$ cat src/rtl/board_io_pkg.sv
// Shared encodings and widths for the board-input conditioner.
// The optional AUTO_REPEAT_EN build macro is consumed by board_input_conditioner.
package board_io_pkg;

  localparam int unsigned LED_W = 2;
  localparam int unsigned SSD_W = 4;
  localparam int unsigned SW_W  = LED_W + SSD_W;
  localparam int unsigned CNT_W = 16;

  localparam logic [15:0] DEBOUNCE_CYCLES_DEF = 16'd50000;

  localparam logic [1:0] S_IDLE         = 2'd0;
  localparam logic [1:0] S_PRESS_WAIT   = 2'd1;
  localparam logic [1:0] S_PRESSED      = 2'd2;
  localparam logic [1:0] S_RELEASE_WAIT = 2'd3;

  typedef enum logic [1:0] {
    ST_IDLE         = S_IDLE,
    ST_PRESS_WAIT   = S_PRESS_WAIT,
    ST_PRESSED      = S_PRESSED,
    ST_RELEASE_WAIT = S_RELEASE_WAIT
  } state_t;

endpackage

$ cat src/rtl/board_input_conditioner_if.sv
// Raw board inputs and their conditioned counterparts.
// master = board/stimulus side, slave = conditioner.
interface board_io_if;
  import board_io_pkg::*;

  logic              stepBtnRaw;
  logic [LED_W-1:0]  ledSelRaw;
  logic [SSD_W-1:0]  ssdSelRaw;
  logic [LED_W-1:0]  ledSel;
  logic [SSD_W-1:0]  ssdSel;
  logic              stepPulse;
  logic              btnState;
  logic [CNT_W-1:0]  stepCount;

  modport master (
    output stepBtnRaw, ledSelRaw, ssdSelRaw,
    input  ledSel, ssdSel, stepPulse, btnState, stepCount
  );

  modport slave (
    input  stepBtnRaw, ledSelRaw, ssdSelRaw,
    output ledSel, ssdSel, stepPulse, btnState, stepCount
  );

endinterface

$ cat src/rtl/board_input_conditioner_sync_2ff.sv
// Two-flop synchroniser bank; output is the second stage.
module sync_2ff #(
  parameter int unsigned WIDTH = 1
) (
  input  logic             clk,
  input  logic             rst,
  input  logic [WIDTH-1:0] i_d,
  output logic [WIDTH-1:0] o_q
);

  logic [WIDTH-1:0] r_meta;
  logic [WIDTH-1:0] r_sync;

  always_ff @(posedge clk or posedge rst) begin
    if (rst) begin
      r_meta <= '0;
      r_sync <= '0;
    end else begin
      r_meta <= i_d;
      r_sync <= r_meta;
    end
  end

  assign o_q = r_sync;

endmodule

$ cat src/rtl/board_input_conditioner.sv
// Switch synchronisation plus step-button debounce/pulse generation.
// Define AUTO_REPEAT_EN to enable hold-to-repeat step pulses.
module board_input_conditioner
  import board_io_pkg::*;
#(
  parameter logic [15:0] DEBOUNCE_CYCLES = DEBOUNCE_CYCLES_DEF,
  parameter logic [23:0] HOLD_CYCLES     = 24'd5000000,
  parameter logic [23:0] REPEAT_CYCLES   = 24'd1000000
) (
  input  logic       BoardClk,
  input  logic       rst,
  board_io_if.slave  io
);

  logic [SW_W-1:0]  w_sw_sync;
  logic             w_btn_sync;

  state_t           r_state;
  state_t           w_state_nxt;
  logic [15:0]      r_cnt;
  logic [15:0]      w_cnt_nxt;
  logic             w_accept;
  logic             w_rep_fire;

  logic             r_fire;
  logic             r_step_pulse;
  logic             r_btn_state;
  logic [CNT_W-1:0] r_step_count;

  sync_2ff #(.WIDTH(SW_W)) u_sw_sync (
    .clk (BoardClk),
    .rst (rst),
    .i_d ({io.ledSelRaw, io.ssdSelRaw}),
    .o_q (w_sw_sync)
  );

  sync_2ff #(.WIDTH(1)) u_btn_sync (
    .clk (BoardClk),
    .rst (rst),
    .i_d (io.stepBtnRaw),
    .o_q (w_btn_sync)
  );

  always_ff @(posedge BoardClk or posedge rst) begin
    if (rst) begin
      r_state <= ST_IDLE;
      r_cnt   <= 16'd0;
    end else begin
      r_state <= w_state_nxt;
      r_cnt   <= w_cnt_nxt;
    end
  end

  // Any change of the synced level restarts the stability count.
  always_comb begin
    w_state_nxt = r_state;
    w_cnt_nxt   = r_cnt;
    w_accept    = 1'b0;
    case (r_state)
      ST_IDLE: begin
        if (w_btn_sync) begin
          w_state_nxt = ST_PRESS_WAIT;
          w_cnt_nxt   = 16'd1;
        end
      end
      ST_PRESS_WAIT: begin
        if (!w_btn_sync) begin
          w_state_nxt = ST_IDLE;
          w_cnt_nxt   = 16'd0;
        end else if (r_cnt == DEBOUNCE_CYCLES - 16'd1) begin
          w_state_nxt = ST_PRESSED;
          w_cnt_nxt   = 16'd0;
          w_accept    = 1'b1;
        end else begin
          w_cnt_nxt   = r_cnt + 16'd1;
        end
      end
      ST_PRESSED: begin
        if (!w_btn_sync) begin
          w_state_nxt = ST_RELEASE_WAIT;
          w_cnt_nxt   = 16'd1;
        end
      end
      ST_RELEASE_WAIT: begin
        if (w_btn_sync) begin
          w_state_nxt = ST_PRESSED;
          w_cnt_nxt   = 16'd0;
        end else if (r_cnt == DEBOUNCE_CYCLES - 16'd1) begin
          w_state_nxt = ST_IDLE;
          w_cnt_nxt   = 16'd0;
        end else begin
          w_cnt_nxt   = r_cnt + 16'd1;
        end
      end
      default: begin
        w_state_nxt = ST_IDLE;
        w_cnt_nxt   = 16'd0;
      end
    endcase
  end

`ifdef AUTO_REPEAT_EN
  logic [23:0] r_hold_cnt;
  logic [23:0] r_rep_cnt;
  logic        r_repeating;
  logic        w_held;

  assign w_held     = (r_state == ST_PRESSED) && w_btn_sync;
  assign w_rep_fire = w_held && (r_repeating ? (r_rep_cnt == REPEAT_CYCLES - 24'd1)
                                             : (r_hold_cnt == HOLD_CYCLES - 24'd1));

  // Hold phase runs once per PRESSED visit, then the repeat period free-runs.
  always_ff @(posedge BoardClk or posedge rst) begin
    if (rst) begin
      r_hold_cnt  <= 24'd0;
      r_rep_cnt   <= 24'd0;
      r_repeating <= 1'b0;
    end else if (!w_held) begin
      r_hold_cnt  <= 24'd0;
      r_rep_cnt   <= 24'd0;
      r_repeating <= 1'b0;
    end else if (!r_repeating) begin
      if (r_hold_cnt == HOLD_CYCLES - 24'd1) r_repeating <= 1'b1;
      else                                  r_hold_cnt  <= r_hold_cnt + 24'd1;
    end else begin
      if (r_rep_cnt == REPEAT_CYCLES - 24'd1) r_rep_cnt <= 24'd0;
      else                                    r_rep_cnt <= r_rep_cnt + 24'd1;
    end
  end
`else
  logic w_unused_params;
  assign w_unused_params = ^{HOLD_CYCLES, REPEAT_CYCLES};
  assign w_rep_fire      = 1'b0;
`endif

  // Pulse and debounced level trail the FSM state by one cycle.
  always_ff @(posedge BoardClk or posedge rst) begin
    if (rst) begin
      r_fire       <= 1'b0;
      r_step_pulse <= 1'b0;
      r_btn_state  <= 1'b0;
      r_step_count <= '0;
    end else begin
      r_fire       <= w_accept | w_rep_fire;
      r_step_pulse <= r_fire;
      r_btn_state  <= (r_state == ST_PRESSED) || (r_state == ST_RELEASE_WAIT);
      if (r_fire) r_step_count <= r_step_count + CNT_W'(1);
    end
  end

  assign io.ledSel    = w_sw_sync[SSD_W +: LED_W];
  assign io.ssdSel    = w_sw_sync[SSD_W-1:0];
  assign io.stepPulse = r_step_pulse;
  assign io.btnState  = r_btn_state;
  assign io.stepCount = r_step_count;

endmodule

$ cat src/flat_wrapper.sv
// flat-port wrapper written by rule: the top's interface ports become plain ports
module board_input_conditioner_flat import board_io_pkg::*;
#(
  parameter logic [15:0] DEBOUNCE_CYCLES = DEBOUNCE_CYCLES_DEF,
  parameter logic [23:0] HOLD_CYCLES     = 24'd5000000,
  parameter logic [23:0] REPEAT_CYCLES   = 24'd1000000
)
  (BoardClk, rst, io_stepBtnRaw, io_ledSelRaw, io_ssdSelRaw, io_ledSel, io_ssdSel, io_stepPulse, io_btnState, io_stepCount);
  board_io_if io_i ();
  input  logic BoardClk;
  input  logic rst;
  input wire logic [$bits(io_i.stepBtnRaw)-1:0] io_stepBtnRaw;
  input wire logic [$bits(io_i.ledSelRaw)-1:0] io_ledSelRaw;
  input wire logic [$bits(io_i.ssdSelRaw)-1:0] io_ssdSelRaw;
  output wire logic [$bits(io_i.ledSel)-1:0] io_ledSel;
  output wire logic [$bits(io_i.ssdSel)-1:0] io_ssdSel;
  output wire logic [$bits(io_i.stepPulse)-1:0] io_stepPulse;
  output wire logic [$bits(io_i.btnState)-1:0] io_btnState;
  output wire logic [$bits(io_i.stepCount)-1:0] io_stepCount;
  assign io_i.stepBtnRaw = io_stepBtnRaw;
  assign io_i.ledSelRaw = io_ledSelRaw;
  assign io_i.ssdSelRaw = io_ssdSelRaw;
  assign io_ledSel = io_i.ledSel;
  assign io_ssdSel = io_i.ssdSel;
  assign io_stepPulse = io_i.stepPulse;
  assign io_btnState = io_i.btnState;
  assign io_stepCount = io_i.stepCount;
  board_input_conditioner #(.DEBOUNCE_CYCLES(DEBOUNCE_CYCLES), .HOLD_CYCLES(HOLD_CYCLES), .REPEAT_CYCLES(REPEAT_CYCLES)) u_core (.BoardClk(BoardClk), .rst(rst), .io(io_i));
endmodule
$ cat config.mk
export PLATFORM = sky130hd
export DESIGN_NAME = board_input_conditioner_flat
export DESIGN_NICKNAME = d
export VERILOG_FILES = /design/src/rtl/board_io_pkg.sv /design/src/rtl/board_input_conditioner_if.sv /design/src/rtl/board_input_conditioner_sync_2ff.sv /design/src/rtl/board_input_conditioner.sv /design/src/flat_wrapper.sv
export SDC_FILE = /design/constraint.sdc
export NUM_CORES = 1
export LEC_CHECK = 0
export BUFFER_PORTS_ARGS = -buffer_cell sky130_fd_sc_hd__buf_2
export CELL_PAD_IN_SITES_DETAIL_PLACEMENT = 1
export CELL_PAD_IN_SITES_GLOBAL_PLACEMENT = 1
export CORE_MARGIN = 4
export CORE_UTILIZATION = 40
export DETAILED_ROUTE_END_ITERATION = 8
export GPL_TIMING_DRIVEN = 1
export PLACE_DENSITY_LB_ADDON = 0.1
export SYNTH_ARGS = -nofsm -noshare
export SYNTH_HDL_FRONTEND = slang
export SYNTH_SLANG_ARGS = --single-unit
$ cat constraint.sdc
create_clock -name BoardClk -period 2.55 [get_ports BoardClk]
set_clock_uncertainty 0.05 [all_clocks]
set_input_delay 0.255 -clock BoardClk [delete_from_list [all_inputs] [get_ports BoardClk]]
set_output_delay 0.255 -clock BoardClk [all_outputs]
set_load 0.01 [all_outputs]
# --- Yosys cells after proc, flatten, opt, wreduce, memory -nomap -nowiden ---
# Cells that the tools add are included.
totals:
  ff_bits: 51
  output_inout_bits: 24
  elab_cells: 40
op_classes:
  add_sub_neg: 2
  eq_ne: 8
  muxes: 16
  n_reduce_logical: 4
ops:
  columns: ["op", "count"]
  rows:
  - ["16-bit 2-to-1 mux", 5]
  - ["16-bit case mux with 4 select lines", 1]
  - ["16-bit by 1-bit adder with 16-bit output (second input constant)", 2]
  - ["16-bit equality test (second input constant)", 1]
  - ["2-bit 2-to-1 mux", 6]
  - ["2-bit case mux with 4 select lines", 1]
  - ["3-bit by 2-bit != test with 1-bit output (second input constant)", 2]
  - ["2-bit equality test (second input constant)", 2]
  - ["2-bit != test (second input constant)", 2]
  - ["4-bit AND reduction", 1]
  - ["1-bit 2-to-1 mux", 3]
  - ["2-bit by 1-bit equality test with 1-bit output (second input constant)", 1]
  - ["2-bit logical NOT", 1]
  - ["2-bit AND reduction", 1]
  - ["1-bit logical OR", 1]

# --- Longest topological paths before layout ---
# Gate-level depths: netlist (run 1).
depth:
  ltp_word: 4
  ltp_mapped: 6
  mapped_depth_nobuf: 5

# --- Cells and area by module ---
# From an unflattened synthesis (run 1), not the netlist that was laid out.
hier_totals:
  hier_cells: 192
  hier_area_um2: 2179.6
modules_own_cells:
  columns: ["module", "n_inst", "cells_per_inst", "area_per_inst_um2", "seq_area_each_um2"]
  rows:
  - ["board_input_conditioner", 1, 176, 1821.7, 925.9]
  - ["sync_2ff at u_core.u_sw_sync", 1, 13, 304.0, 300.3]
  - ["sync_2ff at u_core.u_btn_sync", 1, 3, 53.8, 50.0]

# --- Least setup slack after synthesis (run 1) ---
# No wires, ideal clock.
synth_path:
  path_kind: "register -> register"
  from: "reg u_core.r_cnt[0]"
  to: "reg u_core.r_cnt[13]"
  setup_time_ns: 0.066
  arrival_ns: 1.666
  setup_slack_ns: 0.768
  stages_incl_launch_ff: 7
  n_path_buf: 1
  period_less_slack_ns: 1.782
  path_cell_list: "dfrtp_1 -> ha_1 -> and3_1 -> and4_4 -> buf_6 -> o41ai_1 -> o31a_1"
synth_between:
  elab_chain_len: 4
synth_lines:
  columns: ["element", "line", "text"]
  rows:
  - ["start: declaration", "board_input_conditioner.sv:20", "logic [15:0] r_cnt;"]
  - ["start signal: assignment", "board_input_conditioner.sv:50", "r_cnt <= w_cnt_nxt;"]
  - ["16-bit by 1-bit adder with 16-bit output / 16-bit equality test (equally long branches)", null, null]
  - ["16-bit 2-to-1 mux (*)", "board_input_conditioner.sv:70, board_input_conditioner.sv:88", null]
  - ["16-bit 2-to-1 mux (on tied branches)", "board_input_conditioner.sv:85, board_input_conditioner.sv:67", null]
  - ["16-bit case mux with 4 select lines (*)", "board_input_conditioner.sv:59", "case (r_state)"]
# Mark *: on every way between the ends. The rest lies on a longest branch, timed or not.
# A chain may end at the register's enable or synchronous reset.

# --- Worst setup path in the final report (run 1) ---
# Ends and elaborated chain as after synthesis.

==> results of run 1 <==
what timing repair did:
item | CTS | global route
hold endpoints to repair | 28 | 2
endpoints found under the setup margin | 0 | 0
hold buffers | 5 | 2
resized for setup | 0 | 0
stage by stage:
step | total power, W | hold slack (ps)
finish | 0.00139 | 26.0
global route | 0.00146 | 7.31
CTS | 0.00141 | 2.49
detailed placement | 0.000934 | 274
global placement | 0.000927 | 267
floorplan | 0.000903 | 236
cell usage in the layout (no fill, tap or decap), drive strengths merged:
cell / count
o21ai: 3
nor3b: 5
nor4b: 2
a221o: 2
nor2b: 1
and4: 2
o22a: 2
xnor2: 11
and2: 1
a22o: 5
buf: 34
nand3: 7
and4bb: 1
o41ai: 1
dfrtp: 51
nor3: 9
or3: 1
o31ai: 6
o31a: 2
inv: 4
a21oi: 1
or4: 1
nand4: 11
clkinvlp: 1
a21o: 2
ha: 2
dlygate4sd3: 7
and3: 3
nand2: 15
or2: 2
nor4: 4
xor2: 7
nor2: 9
clkbuf: 6
mux2: 3
nor4bb: 3
per-layer routing:
metal,global-route usage (%),share of wire (%),up-vias
li1,-,-,755
met4,4.65,0.89,0
met3,4.01,3.4,4
met5,0,0,-
met1,21.1,42,827
met2,30.2,53,30
worst max-delay path: stages, from the launching register on:
cell and delay (ps):
dfrtp_1 470, ha_1 300, and3_1 230, and4_4 270, o41ai_1 430, o31a_1 200
layout make-up:
class / count / area, µm²
inverters: 3 / 11.3
fillers: 574 / 2630
repair buffers: 41 / 245
clock inverters: 2 / 16.3
well taps: 70 / 87.6
multi-input cells: 124 / 870
flip-flops and latches: 51 / 1280
clock buffers: 6 / 72.6
worst max path at each step:
| stage | slack [ps] | end | startpoint |
|---|---|---|---|
| 2_1_floorplan | 770 | u_core.r_cnt[13]$_DFFE_PP0P_ | u_core.r_cnt[0]$_DFFE_PP0P_ |
| 3_3_place_gp | 710 | register | u_core.r_cnt[0]$_DFFE_PP0P_ |
| 3_5_place_dp | 570 | u_core.r_cnt[13]$_DFFE_PP0P_ | u_core.r_cnt[0]$_DFFE_PP0P_ |
| 4_1_cts | 540 | u_core.r_cnt[13]$_DFFE_PP0P_ | u_core.r_cnt[0]$_DFFE_PP0P_ |
| 5_1_grt | 440 | u_core.r_cnt[13]$_DFFE_PP0P_ | register |
| 6_report | 550 | u_core.r_cnt[13]$_DFFE_PP0P_ | u_core.r_cnt[0]$_DFFE_PP0P_ |
kinds of logic after synthesis:
logic type                 Yosys count
muxes                                3
AOI/OAI and AO/OA                   24
DFF                                 51
adders and majority gates            2
and+or+nand+nor                     77
xor gates and xnor gates            18
buffers and inverters                9
flip-flops by register name, indices dropped and copies added (netlist names), named ones only:
signal                    flops
u_core.r_cnt                 16
u_core.u_sw_sync.o_q          6
u_core.u_btn_sync.o_q         1
u_core.r_state                1
u_core.u_sw_sync.r_meta       6
u_core.u_btn_sync.r_meta      1
u_core.r_fire                 1
u_core.io.btnState            1
u_core.io.stepPulse           1
u_core.io.stepCount          16
power by group through the flow:
stage / logic (W) / registers, W / clock network, W
2_1_floorplan: 0.0000442 / 0.000858 / 0
3_3_place_gp: 0.0000690 / 0.000858 / 0
3_5_place_dp: 0.0000723 / 0.000861 / 0
4_1_cts: 0.0000782 / 0.000846 / 0.000482
5_1_grt: 0.0000908 / 0.000848 / 0.000523
6_report: 0.0000801 / 0.000845 / 0.000465
==> flow_metrics.py, run 1 <==
metrics = {
    "synth": {
        "syn_area_cell_um2": 11.9,
        "netlist_top_cells_area": "dfrtp_1 (58%), xnor2_1 (4.4%), nand4_1 (2.8%)",
        "ys_types": 39,
        "post-synth-top-count-cell": "dfrtp_1",
        "post_synth_most_frequent_cells": "dfrtp_1 (51), nand2_1 (14), xnor2_1 (11), nand4_1 (10), nor3_1 (9)",
        "synth_adder_area_share_pct": 1.14,
        "ys_seq_elements": 51,
        "fraction_of_synthesized_cell_area_taken_by_the_top_area_cell_type_pct": 58.1,
        "syn_area_mm2": 0.00220,
        "synth_top_family_by_area": "simple AND/OR/NAND/NOR gates",
        "yosys.area_share.xor_xnor_pct": 7.18,
        "synth-edff-count": 0,
        "synth_compound_area_share_pct": 8.54,
        "postSynthNetCount": 195,
        "syn-instance-count": 184,
        "synth_area_leader_cell": "dfrtp_1",
        "synth_flop_cell": "dfrtp_1",
        "synthMuxAreaShare_pct": 1.54,
        "sequential_cell_area_fraction_in_the_yosys_report_pct": 58.1,
        "synthSimpleGateAreaFrac_pct": 21.2,
        "postSynth.asyncResetShare_pct": 100,
        "yosysWarningCount": 0,
    },
    "clocking": {
        "numClockSinks": 51,
        "clk_pin_slew_ps": 90,
        "insertion_delay_ps": 300,
        "ctsLongestPathBuffers": 2,
        "tritoncts": "built",
        "cts_inserted_buffers": 5,
        "post_cts_setup_buffers": 0,
        "clockRootBuffer": "clkbuf_8",
        "cts_max_level": 2,
    },
    "global_route": {
        "via_count_of_the_first_global_routing_pass": 1758,
        "antenna_found_initial": 0,
        "grt_pass1_wl_um": 8760,
        "pin_count_of_the_biggest_net_entering_global_routing": 27,
        "global_route.usage.total_pct": 17.2,
        "grt_overflow_total": 0,
    },
    "sta": {
        "setup-tns-final_ps": 0,
        "min_period_ps": 2000,
        "period_share_pct": 78.3,
        "smallest_setup_slack_after_layout_ps": 554,
        "worst-slew-pin-transition_ps": 606,
        "finalHoldViolations": 0,
        "slew_headroom_pct": 59.4,
        "rsz_0062_raised_after_global_routing": "no",
        "drv_slew": 0,
        "max_clock_freq_ghz": 0.501,
        "total_setup_violations_reported_at_the_end_of_the_flow": 0,
    },
    "power_and_ir_drop": {
        "pwr-share-comb_pct": 5.8,
        "vdd.ir_drop.worst_mv": 0.344,
        "sequentialPowerShare_pct": 60.8,
        "share_clk_of_total_power_pct": 33.4,
        "sw_frac_of_total_pct": 24.1,
        "power_switching_w": 0.000335,
        "cellLeakagePower_nw": 1.22,
        "power_report.internal_total_w": 0.00106,
        "cellPowerDensity_mw_per_mm2": 539,
    },
    "die": {
        "rows": 26,
        "die_height_um": 82.1,
        "placeableCoreArea_mm2": 0.00520,
        "floorplan.die_area_mm2": 0.00674,
        "initial_core_util_pct": 42.2,
        "boundaryPins": 33,
        "die_x_um": 82.1,
    },
    "place": {
        "finalWeightedCongestion": 0.847,
        "numPlacedInstances": 282,
        "place.detailed.hpwl_um": 3640,
        "dp_worst_setup_slack_ps": 569,
        "placement.io_buffers": 32,
        "post_dp_cell_area_mm2": 0.00242,
    },
    "worst_setup_path": {
        "endpoint_kind": "register",
        "crit_type": "register to register",
        "worst_ep_arrival_time_ps": 2190,
        "crit_required_ps": 2740,
        "r2r_start": "u_core.r_cnt[0]$_DFFE_PP0P_",
        "number_of_cells_on_the_worst_reg_to_reg_path": 5,
        "reg2reg_slack_ps": 550,
        "cp-start-kind": "register",
        "critical_path.reg2reg.endpoint": "u_core.r_cnt[13]$_DFFE_PP0P_",
        "critPathMaxFanout": 20,
    },
    "layout": {
        "final_cell_area_mm2": 0.00258,
        "final_net_count": 237,
        "layout-drive-gt1-share_pct": 22.9,
        "post-route-util_pct": 49.5,
        "layout_area_overhead_pct": 17.4,
        "antenna_cells": 0,
        "post_route_insts_no_fill": 297,
    },
    "routing": {
        "first_drt_pass_iteration_count": 4,
        "detail_route.iter0.violations": 97,
        "postRouteAntennaNets": 0,
        "route.detailed.wl_per_inst_um": 17.1,
        "detailroute.via_count": 1616,
        "route.final.wire_length_um": 5060,
        "drc": 0,
        "post_drt_via_cell_ratio": 5.44,
    },
    "min_path": {
        "holdPathStages": 1,
        "worstHoldEndpoint": "u_core.u_sw_sync.r_meta[4]$_DFF_PP0_",
        "hold_path.startpoint": "io_ledSelRaw[0]",
        "holdCritPathClass": "input port to register",
    },
    "run_status": {
        "outcome": "complete, no violations",
    },
    "run": {
        "drv_cap": 0,
    },
}
(Power assumes the default switching activity.)
==> run 2: changes to the inputs <==
==> constraint.sdc (replaced) <==
create_clock -name BoardClk -period 2 [get_ports BoardClk]
set_clock_uncertainty 0.05 [all_clocks]
set_input_delay 0.2 -clock BoardClk [delete_from_list [all_inputs] [get_ports BoardClk]]
set_output_delay 0.2 -clock BoardClk [all_outputs]
set_load 0.01 [all_outputs]
==> run 2 against run 1 <==
Effect of this change: clock power rose by 41%; clock-buffer cell count fell by 1; maximum frequency increased by 7.3%; via count increased by 0.99%; critical path depth unchanged; global-route usage about the same; first-iteration DRC count is the same; power is 33% higher; design area up 2.4%; setup slack lost 410 ps; critical path type unchanged; critical endpoint is now u_core.r_cnt[15]$_DFFE_PP0P_; largest power group unchanged; highest routed layer unchanged.
==> flow_metrics.py, run 2 (synthesis results as in run 1) <==
metrics = {
    "worst_setup_path": {
        "cp-start-kind": "register",
        "crit_type": "register to register",
        "number_of_cells_on_the_worst_reg_to_reg_path": 5,
        "critical_path_source": "u_core.r_cnt[1]$_DFFE_PP0P_",
        "r2r_start": "u_core.r_cnt[1]$_DFFE_PP0P_",
        "worstPathBufferInverterCount": 0,
        "critical-path-max-stage-delay_ps": 410,
        "endpoint_kind": "register",
        "path_delay_family": "simple AND/OR/NAND/NOR gates",
        "reg2reg_slack_ps": 140,
        "crit_required_ps": 2150,
        "worst_setup_ep": "u_core.r_cnt[15]$_DFFE_PP0P_",
        "worst_ep_arrival_time_ps": 2010,
        "critical_path.reg2reg.endpoint": "u_core.r_cnt[15]$_DFFE_PP0P_",
        "timing.critical_path.slowest_stage_cell": "and4_4",
        "critical_path_cell_count": 5,
        "cells_along_the_critical_path": "ha_2 -> and3_1 -> and4_4 -> nor2_4 -> a221o_1",
        "critPathMaxFanout": 20,
    },
    "routing": {
        "detail_route.iter0.violations": 97,
        "route.final.wire_length_um": 5040,
        "postRouteAntennaNets": 0,
        "first_drt_pass_iteration_count": 5,
        "post_drt_via_cell_ratio": 5.39,
        "route.detailed.wl_per_inst_um": 16.6,
        "detailroute.via_count": 1632,
        "drc": 0,
    },
    "sta": {
        "max_clock_freq_ghz": 0.537,
        "finalHoldViolations": 0,
        "min_period_ps": 1860,
        "setup-tns-final_ps": 0,
        "slew_headroom_pct": 63.2,
        "total_setup_violations_reported_at_the_end_of_the_flow": 0,
        "worst-slew-pin-transition_ps": 550,
        "period_share_pct": 93.0,
        "drv_slew": 0,
        "rsz_0062_raised_after_global_routing": "no",
    },
    "place": {
        "finalWeightedCongestion": 0.889,
        "place.detailed.hpwl_um": 3580,
        "post_dp_cell_area_mm2": 0.00246,
        "placement.io_buffers": 32,
    },
    "clocking": {
        "numClockSinks": 51,
        "insertion_delay_ps": 320,
        "tritoncts": "built",
        "clockRootBuffer": "clkbuf_8",
        "cts_inserted_buffers": 5,
        "ctsLongestPathBuffers": 2,
        "cts_max_level": 2,
        "clk_pin_slew_ps": 100,
    },
    "power_and_ir_drop": {
        "cellLeakagePower_nw": 1.26,
        "vdd.ir_drop.worst_mv": 0.386,
        "total_power_w": 0.00185,
        "cellPowerDensity_mw_per_mm2": 701,
    },
    "layout": {
        "layout_area_overhead_pct": 20.2,
        "n_fill_cell": 579,
        "final_cell_area_mm2": 0.00264,
        "layout.cells.most_common": "dfrtp_1",
        "antenna_cells": 0,
        "final_net_count": 243,
        "layout-drive-gt1-share_pct": 25.3,
        "layout.cells.most_common_list": "dfrtp_1 (51), buf_2 (32), nand2_1 (14), xnor2_1 (11), nand4_1 (10)",
    },
    "global_route": {
        "grt_overflow_total": 0,
        "grt_pass1_wl_um": 8820,
        "via_count_of_the_first_global_routing_pass": 1794,
        "antenna_found_initial": 0,
        "pin_count_of_the_biggest_net_entering_global_routing": 27,
        "global_route.usage.total_pct": 17.2,
    },
    "die": {
        "initial_core_util_pct": 42.2,
        "boundaryPins": 33,
        "floorplan.die_area_mm2": 0.00674,
        "die_height_um": 82.1,
        "die_x_um": 82.1,
        "placeableCoreArea_mm2": 0.00520,
        "rows": 26,
    },
    "run": {
        "drv_cap": 0,
    },
    "min_path": {
        "holdCritPathClass": "register to register",
    },
    "run_status": {
        "outcome": "complete, no violations",
    },
}
-- run 2: final cells by class --
type / instances / area, µm² / area share, %
clock buffers: 5 / 68.8 / 2.61
repair buffers: 47 / 293 / 11.1
inverters: 3 / 11.3 / 0.427
multi-input cells: 124 / 872 / 33.0
flip-flops and latches: 51 / 1280 / 48.3
well taps: 70 / 87.6 / 3.32
clock inverters: 3 / 31.3 / 1.18
-- run 2: worst min-delay path by stage --
stage                                                     from  slack, ps  cells past startpoint                            endpoint
after floorplan                                  io_stepBtnRaw        180                      0  u_core.u_btn_sync.r_meta$_DFF_PP0_
after global placement                                     rst        210                      2        u_core.io.btnState$_DFF_PP0_
after detailed placement                                   rst        230                      2   u_core.u_sw_sync.o_q[0]$_DFF_PP0_
after CTS                 u_core.u_sw_sync.r_meta[3]$_DFF_PP0_        310                      0   u_core.u_sw_sync.o_q[3]$_DFF_PP0_
after global routing      u_core.u_sw_sync.r_meta[3]$_DFF_PP0_        320                      0   u_core.u_sw_sync.o_q[3]$_DFF_PP0_
final                     u_core.u_sw_sync.r_meta[3]$_DFF_PP0_        310                      0   u_core.u_sw_sync.o_q[3]$_DFF_PP0_
-- run 2: metrics by stage --
| step | worst slack [ps] | utilization (%) | hold WS [ps] | std cells |
|---|---|---|---|---|
| final | 139 | 50.7 | 310 | 303 |
| after global routing | 37.1 | 50.7 | 322 | 303 |
| after CTS | 91.5 | 50.7 | 311 | 303 |
| after detailed placement | 123 | 47.2 | 232 | 287 |
| after global placement | 167 | 47.2 | 211 | 287 |
| after floorplan | 218 | - | 181 | 184 |
-- run 2: repair_timing --
item                       CTS  global route
gates resized for setup      0             1
hold buffers                 8             0
hold endpoints to repair    31             0
buffers inserted             0             0
setup endpoints to repair    0             4
-- run 2: metal layers --
layer / routed length, µm / GRT usage [%] / part of all wire [%] / up-vias
li1: - / - / - / 765
met1: 2300 / 22.7 / 46 / 831
met2: 2450 / 28.4 / 49 / 30
met3: 228 / 4.23 / 4.5 / 6
met4: 55 / 4.49 / 1.1 / 0
met5: 0 / 0 / 0 / -
-- run 2: where the power goes --
group	leakage, nW	switching (W)	total [W]	internal, W
clock network	0.0526	0.000388	0.000657	0.000269
logic	0.530	0.0000733	0.000125	0.0000517
registers	0.674	0.0000153	0.00107	0.00105
==> run 3: changes to the inputs <==
--- a/config.mk
+++ b/config.mk
@@ -8,6 +8,7 @@
 export BUFFER_PORTS_ARGS = -buffer_cell sky130_fd_sc_hd__buf_2
 export CELL_PAD_IN_SITES_DETAIL_PLACEMENT = 1
 export CELL_PAD_IN_SITES_GLOBAL_PLACEMENT = 1
+export CORE_ASPECT_RATIO = 1.1
 export CORE_MARGIN = 4
 export CORE_UTILIZATION = 40
 export DETAILED_ROUTE_END_ITERATION = 8
==> run 3 against run 2 <==
Effect of this change: power down 1.6%; via count down 0.18%; design area down 0.28%; combinational power is 5% lower; largest cell class unchanged; largest power group unchanged; highest routed layer unchanged.
==> flow_metrics.py, run 3 (synthesis results as in run 1) <==
metrics = {
    "global_route": {
        "pin_count_of_the_biggest_net_entering_global_routing": 33,
        "grt_pass1_wl_um": 8430,
        "global_route.usage.total_pct": 15.8,
        "antenna_found_initial": 0,
        "grt_overflow_total": 0,
        "via_count_of_the_first_global_routing_pass": 1763,
    },
    "routing": {
        "dr_wl_met3_um": 239,
        "wl_on_met1_um": 1960,
        "detail_route.iter0.violations": 80,
        "first_drt_pass_iteration_count": 4,
        "wl_met2_um": 2410,
        "drc": 0,
        "route.final.wire_length_um": 4660,
        "detailroute.via_count": 1629,
        "postRouteAntennaNets": 0,
        "post_drt_via_cell_ratio": 5.31,
        "top_layer": "met4",
        "route.detailed.wl_per_inst_um": 15.2,
    },
    "layout": {
        "multi_input_area_um2": 870,
        "antenna_cells": 0,
        "sequential_cell_area_mm2": 0.00128,
        "layout-drive-gt1-share_pct": 24.6,
        "layout.cells.most_common_list": "dfrtp_1 (51), buf_2 (32), nand2_1 (14), xnor2_1 (11), nand4_1 (10)",
        "layout_area_overhead_pct": 19.8,
        "final_net_count": 242,
        "layout.cells.most_common": "dfrtp_1",
        "post_route_insts_no_fill": 307,
        "n_fill_cell": 585,
        "post-route-util_pct": 49.1,
    },
    "die": {
        "floorplan.die_area_mm2": 0.00674,
        "die_height_um": 85.7,
        "boundaryPins": 33,
        "initial_core_util_pct": 41.0,
        "die_x_um": 78.7,
        "rows": 28,
        "placeableCoreArea_mm2": 0.00536,
    },
    "worst_setup_path": {
        "critPathMaxFanout": 20,
        "reg2reg_slack_ps": 140,
        "worst_ep_arrival_time_ps": 2060,
        "endpoint_kind": "register",
        "cp-start-kind": "register",
        "crit_required_ps": 2200,
        "crit_type": "register to register",
    },
    "power_and_ir_drop": {
        "share_clk_of_total_power_pct": 34.8,
        "vdd.ir_drop.worst_mv": 0.458,
        "cellLeakagePower_nw": 1.25,
        "power_switching_w": 0.000458,
        "pwr-share-comb_pct": 6.5,
        "sw_frac_of_total_pct": 25.2,
        "cellPowerDensity_mw_per_mm2": 692,
        "power_report.internal_total_w": 0.00136,
        "sequentialPowerShare_pct": 58.7,
    },
    "min_path": {
        "holdCritPathClass": "register to register",
    },
    "clocking": {
        "clockRootBuffer": "clkbuf_8",
        "ctsResizeCount": 0,
        "tritoncts": "built",
        "cts_max_level": 2,
        "numClockSinks": 51,
        "insertion_delay_ps": 310,
        "cts_inserted_buffers": 5,
        "clk_pin_slew_ps": 100,
        "ctsLongestPathBuffers": 2,
    },
    "place": {
        "place.detailed.hpwl_um": 3330,
        "numPlacedInstances": 291,
        "dp_worst_setup_slack_ps": 155,
        "finalWeightedCongestion": 0.829,
        "placement.io_buffers": 32,
    },
    "run": {
        "drv_cap": 0,
    },
    "sta": {
        "drv_slew": 0,
        "finalHoldWorstSlack_ps": 308,
        "rsz_0062_raised_after_global_routing": "no",
        "setup-tns-final_ps": 0,
        "worst-slew-pin-transition_ps": 639,
        "smallest_setup_slack_after_layout_ps": 137,
        "min_period_ps": 1860,
        "finalHoldViolations": 0,
        "max_clock_freq_ghz": 0.537,
        "total_setup_violations_reported_at_the_end_of_the_flow": 0,
        "slew_headroom_pct": 57.4,
        "period_share_pct": 93.1,
    },
    "run_status": {
        "outcome": "complete, no violations",
    },
}
[run 3: worst paths after layout]
kind / from / endpoint / cells after the start
worst max-delay path: u_core.r_cnt[0]$_DFFE_PP0P_ / u_core.r_cnt[13]$_DFFE_PP0P_ / 5
worst min-delay path: u_core.u_sw_sync.r_meta[3]$_DFF_PP0_ / u_core.u_sw_sync.o_q[3]$_DFF_PP0_ / 0
worst max register to register: u_core.r_cnt[0]$_DFFE_PP0P_ / u_core.r_cnt[13]$_DFFE_PP0P_ / 5
worst min register to register: u_core.u_sw_sync.r_meta[3]$_DFF_PP0_ / u_core.u_sw_sync.o_q[3]$_DFF_PP0_ / 0
max in group asynchronous: rst / u_core.r_cnt[15]$_DFFE_PP0P_ / 4
min in group asynchronous: rst / u_core.u_sw_sync.o_q[2]$_DFF_PP0_ / 3
[run 3: metrics by stage]
| step | total power, W | area, µm² |
|---|---|---|
| after floorplan | 0.00115 | 2200 |
| after global placement | 0.00119 | 2460 |
| after detailed placement | 0.00120 | 2460 |
| after CTS | 0.00185 | 2630 |
| after global routing | 0.00192 | 2630 |
| final | 0.00182 | 2630 |
[run 3: what timing repair did]
action	in CTS	in global routing
hold endpoints to repair	37	0
buffers inserted	0	0
hold buffers	8	0
[run 3: power groups by stage]
stage	clock, W	combinational, W	sequential (W)
CTS	0.000658	0.000121	0.00107
finish	0.000634	0.000119	0.00107
global route	0.000712	0.000136	0.00107
floorplan	0	0.0000564	0.00109
global placement	0	0.000106	0.00109
detailed placement	0	0.000109	0.00109
[run 3: critical path: stages (launching register included)]
cell and delay (ps):
dfrtp_1 390, ha_1 270, and3_1 250, and4_4 270, o41ai_1 380, o31a_1 180
[run 3: layout make-up]
cell class	instances	area share, %
inverters	3	0.428
flip-flops and latches	51	48.5
clock buffers	5	2.61
clock inverters	3	1.05
multi-input cells	124	33.0
well taps	75	3.56
repair buffers	46	10.8
[run 3: per-layer routing]
metal	global-route usage [%]	vias to the layer above
met5	0	-
met4	3.97	0
met3	3.36	6
met2	28.6	41
met1	19.0	810
li1	-	772
